<file path="config.mk">
export PLATFORM = sky130hd
export DESIGN_NAME = pipo_bank
export DESIGN_NICKNAME = d
export VERILOG_FILES = /design/src/rtl/pipo_pkg.sv /design/src/rtl/pipo_lane.sv /design/src/rtl/pipo_bank.sv
export SDC_FILE = /design/constraint.sdc
export NUM_CORES = 1
export LEC_CHECK = 0
export BUFFER_PORTS_ARGS = -buffer_cell sky130_fd_sc_hd__clkbuf_2
export CAP_MARGIN = 20
export CORE_MARGIN = 2
export CORE_UTILIZATION = 35
export DETAILED_ROUTE_END_ITERATION = 7
export SLEW_MARGIN = 20
export SYNTH_ARGS = -nofsm -noshare
export SYNTH_HDL_FRONTEND = slang
export SYNTH_SLANG_ARGS = --single-unit
</file>
<file path="constraint.sdc">
create_clock -name clk -period 3.1 [get_ports clk]
set_clock_uncertainty 0.1 [all_clocks]
set_input_delay 0.62 -clock clk [delete_from_list [all_inputs] [get_ports clk]]
set_output_delay 0.62 -clock clk [all_outputs]
set_load 0.005 [all_outputs]
</file>
<file path="src/rtl/pipo_pkg.sv">
// Shared op-code encoding for the pipo_bank channel registers.
package pipo_pkg;

  typedef logic [2:0] op_t;

  localparam int unsigned OpWidth = 3;

  localparam op_t OP_HOLD  = 3'b000;
  localparam op_t OP_LOAD  = 3'b001;
  localparam op_t OP_CLEAR = 3'b010;
  localparam op_t OP_SHL   = 3'b011;
  localparam op_t OP_SHR   = 3'b100;
  localparam op_t OP_INC   = 3'b101;
  localparam op_t OP_DEC   = 3'b110;
  localparam op_t OP_CHAIN = 3'b111;

endpackage

</file>
<file path="src/rtl/pipo_lane.sv">
// One channel of pipo_bank: a WIDTH-bit register with load/clear/shift/count/chain ops
// plus registered zero and carry/borrow/shift-out flags.
module pipo_lane
  import pipo_pkg::*;
#(
  parameter int unsigned WIDTH = 16
) (
  input  logic             clk_i,
  input  logic             clr_ni,
  input  op_t              op_i,
  input  logic [WIDTH-1:0] din_i,
  input  logic [WIDTH-1:0] chain_i,
  input  logic             ser_i,
  output logic [WIDTH-1:0] dout_o,
  output logic             zero_o,
  output logic             cout_o
);

  logic [WIDTH-1:0] dout_d, dout_q;
  logic             zero_d, zero_q;
  logic             cout_d, cout_q;
  logic [WIDTH:0]   inc_sum;
  logic [WIDTH:0]   dec_diff;

  // The extra MSB of each result is the wrap flag (carry on inc, borrow on dec).
  assign inc_sum  = {1'b0, dout_q} + {{WIDTH{1'b0}}, 1'b1};
  assign dec_diff = {1'b0, dout_q} - {{WIDTH{1'b0}}, 1'b1};

  always_comb begin
    dout_d = dout_q;
    cout_d = cout_q;
    unique case (op_i)
      OP_HOLD: begin
        dout_d = dout_q;
        cout_d = cout_q;
      end
      OP_LOAD: begin
        dout_d = din_i;
        cout_d = 1'b0;
      end
      OP_CLEAR: begin
        dout_d = '0;
        cout_d = 1'b0;
      end
      OP_SHL: begin
        dout_d = {dout_q[WIDTH-2:0], ser_i};
        cout_d = dout_q[WIDTH-1];
      end
      OP_SHR: begin
        dout_d = {ser_i, dout_q[WIDTH-1:1]};
        cout_d = dout_q[0];
      end
      OP_INC: begin
        dout_d = inc_sum[WIDTH-1:0];
        cout_d = inc_sum[WIDTH];
      end
      OP_DEC: begin
        dout_d = dec_diff[WIDTH-1:0];
        cout_d = dec_diff[WIDTH];
      end
      OP_CHAIN: begin
        dout_d = chain_i;
        cout_d = 1'b0;
      end
    endcase
    zero_d = (dout_d == '0);
  end

  always_ff @(posedge clk_i) begin
    if (!clr_ni) begin
      dout_q <= '0;
      zero_q <= 1'b1;
      cout_q <= 1'b0;
    end else begin
      dout_q <= dout_d;
      zero_q <= zero_d;
      cout_q <= cout_d;
    end
  end

  assign dout_o = dout_q;
  assign zero_o = zero_q;
  assign cout_o = cout_q;

endmodule

</file>
<file path="src/rtl/pipo_bank.sv">
// Bank of NUM_CH independent PIPO registers; CHAIN links each lane to the previous one,
// lane 0 chaining from its own din so an all-CHAIN bank forms a delay line.
module pipo_bank
  import pipo_pkg::*;
#(
  parameter int unsigned WIDTH  = 16,
  parameter int unsigned NUM_CH = 2
) (
  input  logic                      clk,
  input  logic                      clr_n,
  input  logic [OpWidth*NUM_CH-1:0] op,
  input  logic [WIDTH*NUM_CH-1:0]   din,
  input  logic [NUM_CH-1:0]         ser_in,
  output logic [WIDTH*NUM_CH-1:0]   dout,
  output logic [NUM_CH-1:0]         zero,
  output logic [NUM_CH-1:0]         cout
);

  for (genvar i = 0; i < NUM_CH; i++) begin : g_lane
    logic [WIDTH-1:0] chain_in;

    if (i == 0) begin : g_head
      assign chain_in = din[WIDTH-1:0];
    end else begin : g_link
      assign chain_in = dout[WIDTH*(i-1) +: WIDTH];
    end

    pipo_lane #(
      .WIDTH(WIDTH)
    ) u_lane (
      .clk_i  (clk),
      .clr_ni (clr_n),
      .op_i   (op_t'(op[OpWidth*i +: OpWidth])),
      .din_i  (din[WIDTH*i +: WIDTH]),
      .chain_i(chain_in),
      .ser_i  (ser_in[i]),
      .dout_o (dout[WIDTH*i +: WIDTH]),
      .zero_o (zero[i]),
      .cout_o (cout[i])
    );
  end

endmodule

</file>
==> results_dict.tcl, run 1 <==
set metrics [dict create \
    cts_buffers 5 \
    ff_latch_area_um2 721 \
    via_count 5171 \
    drv_cap 0 \
    status "finished, final reports clean" \
    path_class "register to register" \
    yosys.area.top_type "dfxtp_1" \
    async_flop_share_pct 0 \
    yosysWarnings 0 \
    timing.hold.ws_ps 426 \
    cts_max_path_buffers 2 \
    drive_gt1_share_pct 24.6 \
    clk_pin_slew_ps 60 \
    fp.dieH_um 116 \
    synth_common_cells "nor2_1, nand2_1, dfxtp_1" \
    required_ps 3190 \
    synth_area_mm2 0.00436 \
    grt_setup_unrepaired "false" \
    synth_compound_area_share_pct 29.0 \
    synth-adder-area-share_pct 1.15 \
    synth-simple-area-share_pct 32.1 \
    setup_viol 0 \
    final_nets 725 \
    routabilityCongestion 0.985 \
    track_usage_pct 24.3 \
    synth_top_family_by_area "simple AND/OR/NAND/NOR gates" \
    syn_avg_cell_area_um2 7.15 \
    muxShareOfSynthArea_pct 7.73 \
    synth.distinct_cells 83 \
    worst_pin_slew_ps 810 \
    first_iter_violations 414 \
    fin_crit_ps 2910 \
    syn_inst 609 \
    grt_pass1_wl_mm 25.9 \
    cp_slowest_cell "or4_4" \
    multiInputGateArea_mm2 0.00322 \
    p_leak_nw 2.11 \
    ys_top_cells_by_area "dfxtp_1, mux2i_1, nor2_1, o21ai_0, nand2_1" \
    cts_tree "done" \
    slew_headroom_pct 46.0 \
    r2r_start "g_lane[1].u_lane.dout_o[0]$_SDFF_PN0_" \
    setup_slack_ps 187 \
    clk_latency_ps 280 \
    hold_class "register to register" \
    first_pass_iters 5 \
    finalSetupTns_ps 0 \
    synth-seq-cells 36 \
    power_density_mw_per_mm2 383 \
    core_area_mm2 0.0121 \
    cp-start-kind "register" \
    area_growth_pct 18.8 \
    start_util_pct 36.1 \
    routed_wl_mm 16.1 \
    post-route-period-util_pct 94.0 \
    cpPeakStageDelay_ps 470 \
    drv_slew 0 \
    synthFlopType "dfxtp_1" \
    grt_max_degree 25 \
    seq_area_frac_synth_pct 16.5 \
    antenna_found_initial 0 \
    synth_top_area_share_pct 16.5 \
    ir_drop_uv 196 \
    dpl.hpwl_mm 12.4 \
    total_power_mw 1.98 \
    finalHoldViolCount 0 \
    io_buffers 77 \
    yosysMostFrequentCell "nor2_1" \
    antenna_left 0 \
    fmaxAchievable_mhz 343 \
    crit_path_max_fanout 4 \
    grt_pass1_vias 4831 \
    cts.sinks 36 \
    synth_edf_count 0 \
    placementRows 40 \
    synth_xor_area_share_pct 4.02 \
    die_area_mm2 0.0134 \
    htreeDepth 2 \
    antenna_cells 0 \
    endpoint_kind "register" \
    place_ws_ps 184 \
    drt-vias-per-instance 6.10 \
    cp-startpoint "g_lane[1].u_lane.dout_o[0]$_SDFF_PN0_" \
    ctsRootBufferMaster "clkbuf_16" \
    holdCritStartpoint "g_lane[1].u_lane.cout_o$_SDFFE_PN0P_" \
    post_cts_buffers 0 \
    syn-num-nets 655 \
    drc 0 \
    grt-ovfl-total 0 \
    wl_per_cell_um 19.0 \
    cp.arrival_ps 3000 \
    die_width_um 116 \
    ios 78 \
    crit_path_cell_trace "inv_1 -> ha_1 -> or3b_1 -> nor2_1 -> o221ai_1 -> a221oi_1 -> nand3_1 -> or4_4 -> o41ai_2" \
    fillCellCount 1287 \
]
==> worst max-delay path: cells and delay by family (launching register included) <==
kind / cells / cell delay, ps
AOI/OAI and AO/OA: 3 / 740
adders and majority gates: 1 / 220
buffers and inverters: 1 / 80
DFF: 1 / 310
and+or+nand+nor: 4 / 1370
==> report_power, final <==
| part | total (mW) | switching, mW | internal, mW |
|---|---|---|---|
| combinational | 0.820 | 0.464 | 0.356 |
| clock | 0.580 | 0.201 | 0.379 |
| sequential | 0.581 | 0.0792 | 0.502 |
| total | 1.98 | 0.744 | 1.24 |
==> final cells by class <==
cell class	instances	area share, %
Timing Repair Buffer	127	14.9
Multi-Input combinational cell	487	62.3
Tap cell	168	4.06
Clock buffer	6	2.49
Clock inverter	2	0.677
Inverter	22	1.60
Sequential cell	36	13.9
==> kinds of logic after synthesis <==
family / after synthesis
flip-flops: 36
adder cells (fa/ha/maj): 4
multiplexers: 31
AND/OR/NAND/NOR: 255
buffers and inverters: 86
XOR/XNOR: 20
AO/OA/AOI/OAI: 177
==> through the flow <==
| step | area, µm² | instances | util, % |
|---|---|---|---|
| floorplan | 4360 | 609 | - |
| global placement | 5010 | 840 | 41.5 |
| detailed placement | 5010 | 840 | 41.5 |
| CTS | 5170 | 848 | 42.9 |
| global route | 5170 | 848 | 42.9 |
| finish | 5170 | 848 | 42.9 |
==> cell usage in the layout (no fill, tap or decap), types with 7 or more instances in the layout <==
cell type and instances:
nor2_1 54, mux2i_1 22, nor3_1 25, a31oi_1 10, clkbuf_2 77, nand3_1 23
a221o_1 8, dfxtp_1 36, and2_1 12, xor2_1 7, nor4_1 7, nand4_1 15
a221oi_1 8, nand2b_1 14, o21a_1 7, o22ai_1 10, and3_1 8, xnor2_1 13
o21ai_0 34, a21oi_1 29, nor3b_1 7, nand2_1 44, buf_4 49, inv_1 20
==> worst paths after layout <==
path         cells after the start  slack, ps                                   end
max                              9        190    g_lane[1].u_lane.zero_o$_SDFF_PN1_
min                              2        430  g_lane[1].u_lane.cout_o$_SDFFE_PN0P_
max reg2reg                      9        190    g_lane[1].u_lane.zero_o$_SDFF_PN1_
min reg2reg                      2        430  g_lane[1].u_lane.cout_o$_SDFFE_PN0P_
==> repair_timing <==
action                     in CTS  in global routing
hold buffers                    0                  0
setup endpoints to repair       0                  1
resized for setup               0                  1
==> per-layer routing <==
metal / wire length, µm / track usage [%] / vias to the layer above / share of wire, %
met5: 0 / 0 / - / 0
met4: 356 / 7.07 / 0 / 2.2
met3: 1310 / 4.18 / 31 / 8.1
met2: 7200 / 37.3 / 260 / 45
met1: 7220 / 35.0 / 2456 / 45
li1: - / - / 2424 / -
==> flip-flops by register name, summed over array words and instances (netlist names) <==
signal	flops
g_lane.u_lane.zero_o	2
g_lane.u_lane.dout_o	32
g_lane.u_lane.cout_o	2
Power figures use the tool's default switching activity.
==> run 2, diff against run 1 <==
Settings changed: CORE_UTILIZATION 35 to 45, PLACE_DENSITY from default to 0.67.
==> run 2 against run 1 <==
Compared with the run above: via count fell by 0.14%; clock-buffer cell count fell by 1; sequential power barely moved; maximum frequency fell by 0.23%; combinational power fell by 0.6%; die area fell by 22%; critical path type unchanged; largest cell class unchanged.
==> results_dict.tcl, run 2 (same netlist as run 1, synthesis figures left out) <==
set metrics [dict create \
    status "finished, final reports clean" \
    htreeDepth 2 \
    endpoint_kind "register" \
    start_util_pct 46.7 \
    grt_pass1_wl_mm 24.7 \
    hold_class "register to register" \
    die_area_mm2 0.0105 \
    dp.cells 798 \
    routed_wl_mm 15.5 \
    clk_latency_ps 290 \
    ir_drop_uv 191 \
    grt-ovfl-total 0 \
    first_iter_violations 467 \
    fillCellCount 950 \
    fmaxAchievable_mhz 342 \
    grt_max_degree 27 \
    slew_headroom_pct 45.9 \
    reg2reg_depth 9 \
    cts_buffers 5 \
    pwr-share-seq_pct 33.2 \
    drive_gt1_share_pct 24.2 \
    power_frac_comb_pct 46.9 \
    p_int_mw 1.01 \
    drv_cap 0 \
    setup_viol 0 \
    place_ws_ps 182 \
    total_power_mw 1.74 \
    worst_pin_slew_ps 811 \
    rrSetupSlack_ps 180 \
    total_switching_power_uw 727 \
    cp_slowest_cell "or4_4" \
    power.share.switching_pct 41.9 \
    met2_usage_pct 42.9 \
    r2r_start "g_lane[1].u_lane.dout_o[0]$_SDFF_PN0_" \
    grt_pass1_vias 4665 \
    core_area_mm2 0.00933 \
    final_nets 722 \
    area_growth_pct 15.3 \
    crit_path_max_fanout 4 \
    rr_endpoint "g_lane[1].u_lane.zero_o$_SDFF_PN1_" \
    p_leak_nw 2.06 \
    cts.sinks 36 \
    drt-vias-per-instance 6.41 \
    io_buffers 77 \
    hold_buffers 0 \
    crit_buf_inv 1 \
    fin_crit_ps 2920 \
    placementRows 35 \
    cpPeakStageDelay_ps 450 \
    final_common_cell "clkbuf_2" \
    largest_reg_flops 32 \
    min_path_cells 2 \
    antenna_left 0 \
    post-route-period-util_pct 94.2 \
    final_area_mm2 0.00502 \
    ios 78 \
    post_cts_buffers 0 \
    first_pass_iters 7 \
    track_usage_pct 30.2 \
    drv_slew 0 \
    routabilityCongestion 1.09 \
    cts_max_path_buffers 2 \
    cp.arrival_ps 3020 \
    required_ps 3200 \
    placedInstanceArea_mm2 0.00494 \
    finalSetupTns_ps 0 \
    fp.dieH_um 102 \
    path_class "register to register" \
    power_density_mw_per_mm2 346 \
    grt_setup_unrepaired "false" \
    crit_path_cell_trace "inv_1 -> ha_1 -> or3b_1 -> nor2_1 -> o221ai_1 -> a221oi_1 -> nand3_1 -> or4_4 -> o41ai_2" \
    cts_tree "done" \
    dpl.hpwl_mm 11.8 \
    setup_slack_ps 180 \
    antenna_cells 0 \
    fin_cells 806 \
    final_cell_mix "clkbuf_2, nor2_1, buf_4, nand2_1, dfxtp_1" \
    grtUsageMet1_pct 45.7 \
    antenna_found_initial 0 \
    via_count 5164 \
    ctsResizeCount 0 \
    cp-start-kind "register" \
    ctsRootBufferMaster "clkbuf_8" \
    die_width_um 102 \
    finalHoldViolCount 0 \
    drc 0 \
    wl_per_cell_um 19.2 \
    crit_family "simple AND/OR/NAND/NOR gates" \
    clk_pin_slew_ps 80 \
    grtUsageMet3_pct 5.47 \
    clkPwrFrac_pct 19.9 \
    grt-busiest-layer "met1" \
    min_to "g_lane[0].u_lane.cout_o$_SDFFE_PN0P_" \
    holdCritStartpoint "g_lane[0].u_lane.cout_o$_SDFFE_PN0P_" \
]
==> run 2: stage by stage <==
step	utilization (%)	hold slack, ps
after detailed placement	52.9	411
after CTS	53.9	438
final	53.9	437
after global routing	53.9	501
after floorplan	-	376
after global placement	52.9	414
==> run 2: per-layer routing <==
metal / share of wire, % / vias up
li1: - / 2412
met2: 43 / 304
met3: 9.4 / 49
met4: 2.8 / 0
met5: 0 / -
met1: 45 / 2399
==> run 2: power by group through the flow <==
stage | Clock [mW] | Sequential, mW | Combinational, mW
floorplan | 0 | 0.541 | 0.581
global placement | 0 | 0.585 | 0.785
detailed placement | 0 | 0.586 | 0.794
CTS | 0.354 | 0.575 | 0.798
global route | 0.373 | 0.585 | 0.890
finish | 0.346 | 0.578 | 0.815
==> run 2: how the worst max path moves through the flow <==
stage | from | to | slack [ps] | cells past startpoint
floorplan | g_lane[1].u_lane.dout_o[0]$_SDFF_PN0_ | g_lane[1].u_lane.zero_o$_SDFF_PN1_ | 450 | 10
detailed placement | op[4] | g_lane[1].u_lane.zero_o$_SDFF_PN1_ | 180 | 8
finish | g_lane[1].u_lane.dout_o[0]$_SDFF_PN0_ | g_lane[1].u_lane.zero_o$_SDFF_PN1_ | 180 | 9
global route | g_lane[1].u_lane.dout_o[0]$_SDFF_PN0_ | g_lane[1].u_lane.zero_o$_SDFF_PN1_ | 30 | 9
global placement | op[2] | g_lane[0].u_lane.zero_o$_SDFF_PN1_ | 190 | 9
CTS | g_lane[1].u_lane.dout_o[0]$_SDFF_PN0_ | g_lane[1].u_lane.zero_o$_SDFF_PN1_ | 240 | 9
==> run 2: worst register-to-register path: cells and delay by family (launching register included) <==
family,cells,cell delay (ps)
adders and majority gates,1,200
AOI/OAI and AO/OA,3,750
and+or+nand+nor,4,1370
DFF,1,330
buffers and inverters,1,90
==> run 2: final cells by class <==
type                            count  area (µm²)  share of cell area, %
Clock buffer                        5        68.8                   1.37
Clock inverter                      3        18.8                  0.374
Inverter                           22        82.6                   1.64
Multi-Input combinational cell    487        3220                   64.1
Sequential cell                    36         721                   14.3
Tap cell                          129         161                   3.21
Timing Repair Buffer              124         751                   14.9
